`config.mk`:
```
export PLATFORM = sky130hd
export DESIGN_NAME = pmem_burst_adapter
export DESIGN_NICKNAME = d
export VERILOG_FILES = /design/src/rtl/rv32i_types.sv /design/src/rtl/pmem_burst_adapter.sv
export SDC_FILE = /design/constraint.sdc
export NUM_CORES = 1
export LEC_CHECK = 0
export BUFFER_PORTS_ARGS = -buffer_cell sky130_fd_sc_hd__buf_2
export CAP_MARGIN = 20
export CORE_AREA = 2 2 279 281
export CTS_CLUSTER_DIAMETER = 50
export CTS_CLUSTER_SIZE = 40
export DETAILED_ROUTE_END_ITERATION = 16
export DIE_AREA = 0 0 281 283
export PLACE_DENSITY = 0.56
export SYNTH_ARGS = -nofsm -noshare
export SYNTH_HDL_FRONTEND = slang
export SYNTH_SLANG_ARGS = --single-unit
export TNS_END_PERCENT = 30
```
`constraint.sdc`:
```
create_clock -name clk -period 2.45 [get_ports clk]
set_input_delay 0.1225 -clock clk [delete_from_list [all_inputs] [get_ports clk]]
set_output_delay 0.1225 -clock clk [all_outputs]
set_load 0.05 [all_outputs]
```
`src/rtl/rv32i_types.sv`:
```
// Shared RV32I cache/memory types: cache line width and the default
// memory burst geometry used by the physical-memory burst adapter.
package rv32i_types;

  localparam int LINE_W         = 256;
  localparam int PMEM_BEAT_W    = 64;
  localparam int PMEM_NUM_BEATS = 4;

endpackage

```
`src/rtl/pmem_burst_adapter.sv`:
```
// Physical-memory burst adapter: converts one 256-bit cache line fill or
// writeback into a burst of NUM_BEATS memory beats of BEAT_W bits each.
// Optional feature macro: PMEM_TIMEOUT_EN enables a watchdog that aborts a
// burst after TIMEOUT_CYCLES consecutive cycles without resp_i and raises
// the sticky timeout_o flag.
module pmem_burst_adapter
  import rv32i_types::*;
#(
  parameter int BEAT_W         = PMEM_BEAT_W,
  parameter int NUM_BEATS      = PMEM_NUM_BEATS,
  parameter int TIMEOUT_CYCLES = 1024
) (
  input  logic              clk,
  input  logic              rst,
  input  logic [31:0]       address_i,
  input  logic              read_i,
  input  logic              write_i,
  input  logic [LINE_W-1:0] line_i,
  output logic [LINE_W-1:0] line_o,
  output logic              resp_o,
  input  logic [BEAT_W-1:0] burst_i,
  output logic [BEAT_W-1:0] burst_o,
  output logic [31:0]       address_o,
  output logic              read_o,
  output logic              write_o,
  input  logic              resp_i,
  output logic              timeout_o
);

  localparam int CNT_W = (NUM_BEATS > 1) ? $clog2(NUM_BEATS) : 1;
  localparam logic [CNT_W-1:0] LAST_BEAT = CNT_W'(NUM_BEATS - 1);

  typedef enum logic [1:0] {
    IDLE,
    RD_BURST,
    WR_BURST,
    DONE
  } state_e;

  state_e            r_state;
  state_e            w_next;
  logic [CNT_W-1:0]  r_beat;
  logic [LINE_W-1:0] r_line;
  logic [LINE_W-1:0] r_wline;
  logic [31:0]       r_addr;
  logic              w_in_burst;
  logic              w_last;
  logic              w_abort;

  assign w_in_burst = (r_state == RD_BURST) || (r_state == WR_BURST);
  assign w_last     = (r_beat == LAST_BEAT);

`ifdef PMEM_TIMEOUT_EN
  localparam int WDOG_W = $clog2(TIMEOUT_CYCLES + 1);

  logic [WDOG_W-1:0] r_wdog;
  logic              r_timeout;

  // The cycle that would make the idle run reach TIMEOUT_CYCLES aborts the burst.
  assign w_abort = w_in_burst && !resp_i && (r_wdog == WDOG_W'(TIMEOUT_CYCLES - 1));

  // Watchdog: counts consecutive burst cycles with no beat; sticky error flag.
  always_ff @(posedge clk or negedge rst) begin
    if (!rst) begin
      r_wdog    <= '0;
      r_timeout <= 1'b0;
    end else begin
      if (w_in_burst && !resp_i && !w_abort) begin
        r_wdog <= r_wdog + 1'b1;
      end else begin
        r_wdog <= '0;
      end
      if (w_abort) begin
        r_timeout <= 1'b1;
      end
    end
  end

  assign timeout_o = r_timeout;
`else
  assign w_abort = 1'b0;
  // Watchdog compiled out: the flag is constant low. TIMEOUT_CYCLES is only
  // referenced so the parameter remains part of the interface in this build.
  assign timeout_o = 1'b0 && (TIMEOUT_CYCLES > 0);
`endif

  // State register.
  always_ff @(posedge clk or negedge rst) begin
    if (!rst) begin
      r_state <= IDLE;
    end else begin
      r_state <= w_next;
    end
  end

  // Next-state and strobe decode; writes win over reads when both are requested.
  always_comb begin
    w_next  = r_state;
    read_o  = 1'b0;
    write_o = 1'b0;
    resp_o  = 1'b0;
    case (r_state)
      IDLE: begin
        if (write_i) begin
          w_next = WR_BURST;
        end else if (read_i) begin
          w_next = RD_BURST;
        end
      end
      RD_BURST: begin
        read_o = 1'b1;
        if ((resp_i && w_last) || w_abort) begin
          w_next = DONE;
        end
      end
      WR_BURST: begin
        write_o = 1'b1;
        if ((resp_i && w_last) || w_abort) begin
          w_next = DONE;
        end
      end
      DONE: begin
        resp_o = 1'b1;
        w_next = IDLE;
      end
      default: begin
        w_next = IDLE;
      end
    endcase
  end

  // Request latch, beat counter and fill-line assembly; the counter holds on gaps.
  always_ff @(posedge clk or negedge rst) begin
    if (!rst) begin
      r_beat  <= '0;
      r_line  <= '0;
      r_wline <= '0;
      r_addr  <= '0;
    end else begin
      if (r_state == IDLE) begin
        r_beat <= '0;
        if (write_i || read_i) begin
          r_addr <= address_i & ~32'h0000_001F;
        end
        if (write_i) begin
          r_wline <= line_i;
        end
      end else if (w_in_burst) begin
        if (resp_i) begin
          if (r_state == RD_BURST) begin
            r_line[int'(r_beat)*BEAT_W +: BEAT_W] <= burst_i;
          end
          r_beat <= w_last ? '0 : r_beat + 1'b1;
        end else if (w_abort) begin
          r_beat <= '0;
        end
      end
    end
  end

  assign line_o    = r_line;
  assign address_o = r_addr;
  assign burst_o   = (r_state == WR_BURST) ? r_wline[int'(r_beat)*BEAT_W +: BEAT_W] : '0;

endmodule

```
==> results.json, run 1 <==
{
  "finalWirelength_um": 76400,
  "skew_ns": 0.0192,
  "critPathBufInv": 3,
  "critPathRequiredTime_ns": 2.33,
  "pwr_density_cell_nw_per_um2": 1330,
  "synth_edf_count": 0,
  "io_buffers": 701,
  "vias": 16800,
  "first_iter_violations": 948,
  "cts_buffers": 71,
  "seqPwrFrac_pct": 32.1,
  "dieWidth_um": 281,
  "gr-total-overflow": 0,
  "grt_usage_pct": 19.0,
  "p_switching_mw": 17.6,
  "areaGrowthSynthToFinish_pct": 54.0,
  "start_util_pct": 28.4,
  "regToRegStartpoint": "r_beat[0]",
  "cts_tree": "done",
  "fillers": 6913,
  "drc": 0,
  "cp_num_cells": 5,
  "vias_per_cell": 4.72,
  "ys.flop_type": "dfrtp_1",
  "crit_start": "r_beat[1]",
  "multi_input_area_um2": 7830,
  "synth-seq-cells": 543,
  "first_global_vias": 18700,
  "yosysSeqAreaShare_pct": 62.3,
  "tns_ns": -0.0629,
  "worst_slew_pin_slew_ns": 0.569,
  "relSlewSlack_pct": 62.0,
  "end_kind": "output port",
  "min_period_ns": 2.48,
  "timing.final.ws_setup_ns": -0.0342,
  "grt_pass1_wl_um": 116000,
  "timing.critical_path.max_delay_family": "buffers and inverters",
  "intPower_mw": 27.1,
  "ant_nets": 0,
  "grt_max_degree": 84,
  "start_kind": "register",
  "clkTransAtPathRegs_ns": 0.06,
  "clock_latency_ns": 0.60,
  "synth_cell_type_count": 30,
  "power_frac_clock_pct": 24.7,
  "swShare_pct": 39.4,
  "rsz0062_at_grt": "yes",
  "core_area_um2": 76700,
  "crit_end": "burst_o[27]",
  "seq_area_um2": 13600,
  "yosys.area.top_type_share_pct": 62.3,
  "fin_crit_sh_pct": 101,
  "avgSynthCellArea_um2": 16.0,
  "htreeDepth": 3,
  "r2r_cells": 6,
  "syn_area_um2": 21800,
  "drtPass1Iterations": 5,
  "rows": 102,
  "dp_slack_ns": 0.239,
  "regToRegEndpoint": "line_o[171]",
  "cp_slowest_cell": "dfrtp_4",
  "total_power_mw": 44.7,
  "dieArea_um2": 79500,
  "hpwl_um": 50700,
  "report.final.slew_viol_count": 0,
  "vdd_ir_drop_max_uv": 850,
  "p_leak_nw": 16.3,
  "wire_per_inst_um": 21.5,
  "die_h_um": 283,
  "critPathMaxStageDelay_ns": 0.44,
  "cts_buffer_depth": 3,
  "gp_congestion": 0.882,
  "outcome": "complete, but fails checks",
  "pin_count": 713,
  "critPathMaxFanout": 42,
  "synth_area_leaders": "dfrtp_1 (62%), mux2_2 (15%), a22o_1 (10%)",
  "violations": "negative setup slack",
  "setup_viol_count_final": 4,
  "cts-root-buf": "clkbuf_16",
  "maxCapViolCount": 0,
  "layout-drive-gt1-share_pct": 52.0,
  "path_class": "register to output port",
  "antenna_found_initial": 8,
  "cts_sinks": 543,
  "p_comb_share_pct": 43.2,
  "path_cells": "buf_16, buf_16, mux4_2, and2_4, buf_6",
  "fmax_mhz": 403,
  "synthCells": 1368,
  "cpMostUsedCell": "buf_16",
  "postLayoutCoreUtil_pct": 43.8,
  "finalHoldViolCount": 0,
  "reg2reg_slack_ns": 0.12,
  "min_path_type": "input pin to async pin",
  "synth_area_leader_cell": "dfrtp_1",
  "final_nets": 2814,
  "ys_async_sr_fraction_pct": 100,
  "cp.arrival_ns": 2.36,
  "yosysWarnings": 0
}
power by group through the flow:
stage | combinational, mW | sequential (mW) | clock [mW]
after floorplan | 8.72 | 18.2 | 0
after global routing | 20.2 | 14.7 | 11.7
after global placement | 17.2 | 14.2 | 0
final | 19.3 | 14.3 | 11.0
after CTS | 19.4 | 14.3 | 11.3
after detailed placement | 17.5 | 14.4 | 0
synthesized netlist by cell type, types with 2 or more instances:
cell type	count
buf_4	12
mux2_2	284
dfrtp_1	543
o21ai_0	4
nand4_1	2
nor4_4	2
buf_1	6
nand2_1	3
nand4_2	2
and2_1	64
nor2_1	4
clkbuf_1	37
inv_1	6
ha_1	10
buf_6	6
buf_2	50
nand2b_1	2
a22o_1	256
mux4_2	64
registers in the layout (all words and copies together), names as in the netlist:
signal     flops
r_wline      256
r_state        2
r_beat         2
line_o       256
address_o     27
stage by stage:
stage,instances,cell area (um2),hold WS (ns)
after global placement,3054,26800,0.107
final,3550,33600,0.0431
after floorplan,1373,21800,-0.173
after CTS,3543,33600,0.0249
after detailed placement,3054,26800,0.110
after global routing,3549,33600,0.0610
placed cells by master, fill, tap and decap left out, types with 2 or more instances in the layout:
master and n:
buf_2 643, dfrtp_1 541, dlygate4sd3_1 349, mux2_2 284
a22o_1 256, clkbuf_16 71, mux4_2 64, and2_4 49
buf_6 49, buf_4 35, buf_12 24, and2_1 15
inv_6 12, ha_1 9, bufinv_16 9, clkinvlp_4 9
buf_16 9, diode_2 8, inv_1 6, conb_1 6
inv_8 6, clkinv_2 6, o21ai_0 4, clkbuf_8 4
clkinv_4 4, clkinv_8 4, buf_8 4, nor2_1 3
nand4_4 2, nand2b_1 2, nor4_4 2, nor3_4 2
nand4_1 2, nand2_1 2, dfrtp_4 2
repair_timing:
item	CTS	global route
hold buffers	349	0
pin swaps	0	0
hold endpoints to repair	898	0
endpoints found under the setup margin	55	63
cloned	5	0
setup buffers	7	1
resized for setup	155	22
layout make-up:
cell class | count | area share [%]
flip-flops and latches | 543 | 40.5
repair buffers | 1113 | 24.7
multi-input cells | 712 | 23.3
clock buffers | 76 | 5.46
well taps | 1040 | 3.87
clock inverters | 52 | 2.06
inverters | 6 | 0.0670
diodes | 8 | 0.0596
cells by family after synthesis:
logic type | Yosys count | synth area share (%)
flip-flops | 543 | 62.3
multiplexers | 349 | 21.3
AO/OA/AOI/OAI | 264 | 10.5
buffers and inverters | 118 | 2.74
AND/OR/NAND/NOR | 83 | 2.59
adder cells (fa/ha/maj) | 10 | 0.573
other | 1 | 0.0172
worst min-delay path by stage:
stage               startpoint       endpoint  slack, ns  cells after the start
global route               rst    line_o[254]       0.06                      2
CTS                     read_i     r_state[0]       0.02                      4
floorplan                  rst  address_o[10]      -0.17                      0
finish                     rst    line_o[126]       0.04                      2
global placement           rst    line_o[126]       0.11                      1
detailed placement         rst    line_o[254]       0.11                      1
per-layer routing:
metal	track usage (%)	part of all wire (%)
met5	0	0.0092
met1	23.8	40
met4	8.44	4.2
met3	3.64	5.7
met2	31.9	50
No activity file was read; power rests on OpenSTA's default activity.
==> inputs of run 2 (changes only) <==
==> constraint.sdc (replaced) <==
create_clock -name clk -period 2.45 [get_ports clk]
set_input_delay 0 -clock clk [delete_from_list [all_inputs] [get_ports clk]]
set_output_delay 0 -clock clk [all_outputs]
set_load 0.05 [all_outputs]
==> run 2 against run 1 <==
Maximum frequency grew 2.9%; sequential share of layout area grew 0.12 points; global-route usage shrank 0.18 points; critical path type unchanged; power shrank 0.78%; the run now ends clean; clock skew grew 0.011 ns; worst setup slack gained 0.071 ns; first-iteration DRC count grew 3.5%; combinational power shrank 2%.
==> results.json, run 2 (same netlist as run 1, synthesis figures left out) <==
{
  "timing.final.ws_setup_ns": 0.0368,
  "vdd_ir_drop_max_uv": 977,
  "report.final.slew_viol_count": 0,
  "rsz0062_at_grt": "yes",
  "htreeDepth": 3,
  "grt_max_degree": 75,
  "finalWirelength_um": 76200,
  "maxCapViolCount": 0,
  "cpMostUsedCell": "buf_16",
  "skew_ns": 0.0302,
  "dp_slack_ns": 0.206,
  "final_common_cell": "buf_2",
  "layout_common_cells": "buf_2 (666), dfrtp_1 (541), dlygate4sd3_1 (360)",
  "cp.arrival_ns": 2.41,
  "cts_buffer_depth": 3,
  "path_class": "register to output port",
  "fmax_mhz": 414,
  "die_h_um": 283,
  "start_kind": "register",
  "outcome": "complete, no violations",
  "critPathMaxStageDelay_ns": 0.55,
  "seq_area_um2": 13600,
  "first_global_vias": 18500,
  "worst_slew_pin_slew_ns": 0.925,
  "critPathBufInv": 3,
  "dieArea_um2": 79500,
  "io_buffers": 701,
  "gr-total-overflow": 0,
  "grt_usage_pct": 18.9,
  "clock_latency_ns": 0.61,
  "relSlewSlack_pct": 38.4,
  "path_cells": "buf_16, buf_16, mux4_2, and2_4, buf_8",
  "areaGrowthSynthToFinish_pct": 53.6,
  "drc": 0,
  "fillers": 6895,
  "finalHoldViolCount": 0,
  "multi_input_area_um2": 7760,
  "hpwl_um": 50600,
  "timing.critical_path.max_delay_family": "multiplexers",
  "end_kind": "output port",
  "cts_tree": "done",
  "core_area_um2": 76700,
  "place_inst": 3053,
  "cts_sinks": 543,
  "cp_slowest_cell": "mux4_2",
  "min_period_ns": 2.41,
  "clkTransAtPathRegs_ns": 0.06,
  "critPathRequiredTime_ns": 2.45,
  "cts-root-buf": "clkbuf_16",
  "grt_pass1_wl_um": 115000,
  "vias_per_cell": 4.74,
  "total_power_mw": 44.4,
  "critPathMaxFanout": 8,
  "cts_buffers": 72,
  "first_iter_violations": 981,
  "pin_count": 713,
  "p_leak_nw": 16.3,
  "setup_viol_count_final": 0,
  "wire_per_inst_um": 21.4,
  "start_util_pct": 28.4,
  "fin_crit_sh_pct": 98.5,
  "final_nets": 2823,
  "antenna_found_initial": 6,
  "pwr_density_cell_nw_per_um2": 1320,
  "vias": 16900,
  "ant_nets": 0,
  "layout-drive-gt1-share_pct": 50.6,
  "rows": 102,
  "gp_congestion": 0.870,
  "stdcell_count": 3557,
  "drtPass1Iterations": 5,
  "dieWidth_um": 281,
  "min_path_type": "input pin to register"
}
==> run 2: final timing paths <==
check / end / cells past startpoint / slack [ns] / startpoint
worst max-delay path: burst_o[0] / 5 / 0.04 / r_beat[0]
worst min-delay path: r_state[1] / 4 / 0.06 / write_i
worst max register to register: line_o[173] / 6 / 0.14 / r_beat[0]
worst min register to register: address_o[6] / 1 / 0.50 / address_o[6]
max in group asynchronous: r_wline[28] / 4 / 0.87 / rst
min in group asynchronous: r_wline[42] / 3 / 0.54 / rst
==> run 2: report_power, final <==
group	total (mW)	internal, mW	switching [mW]
sequential	14.4	12.4	1.94
clock	11.1	6.42	4.66
combinational	18.9	7.79	11.1
==> run 2: worst reg2reg max path: cells and delay by family, from the launching register on <==
kind	cells	cell delay (ns)
compound gates	1	0.27
fa+ha+maj	1	0.40
buf+inv	3	0.73
flops	1	0.50
simple gates	1	0.31
==> run 2: cell type report <==
class	instances	area share, %
antenna	3	0.0224
clock buffer	78	5.66
clock inverter	54	1.97
inverter	6	0.0672
multi-input combinational	712	23.1
sequential	543	40.6
tap	1040	3.88
timing repair buffer	1121	24.7
==> run 2: per-layer routing <==
metal  track usage (%)  wire (um)
met5                 0          7
met4              7.91       2970
met3              3.68       4010
met2              31.8      38200
met1              23.5      31000
==> run 2: timing repair <==
| action | in CTS | in global routing |
|---|---|---|
| setup buffers | 4 | 0 |
| endpoints found under the hold margin | 1086 | 0 |
| resized for setup | 51 | 47 |
| setup endpoints to repair | 45 | 31 |
| cloned | 4 | 1 |
| hold buffers | 360 | 0 |
| pin swaps | 0 | 0 |
==> run 2: per-stage QoR <==
step / setup TNS, ns / hold slack [ns] / utilization, % / instance area, um2
after global routing: -1.16 / 0.0975 / 43.7 / 33500
final: 0 / 0.0580 / 43.7 / 33500
after floorplan: 0 / -0.296 / - / 21800
after global placement: 0 / 0.0381 / 35.0 / 26900
after CTS: -0.121 / 0.0251 / 43.5 / 33300
after detailed placement: 0 / 0.0519 / 35.0 / 26900
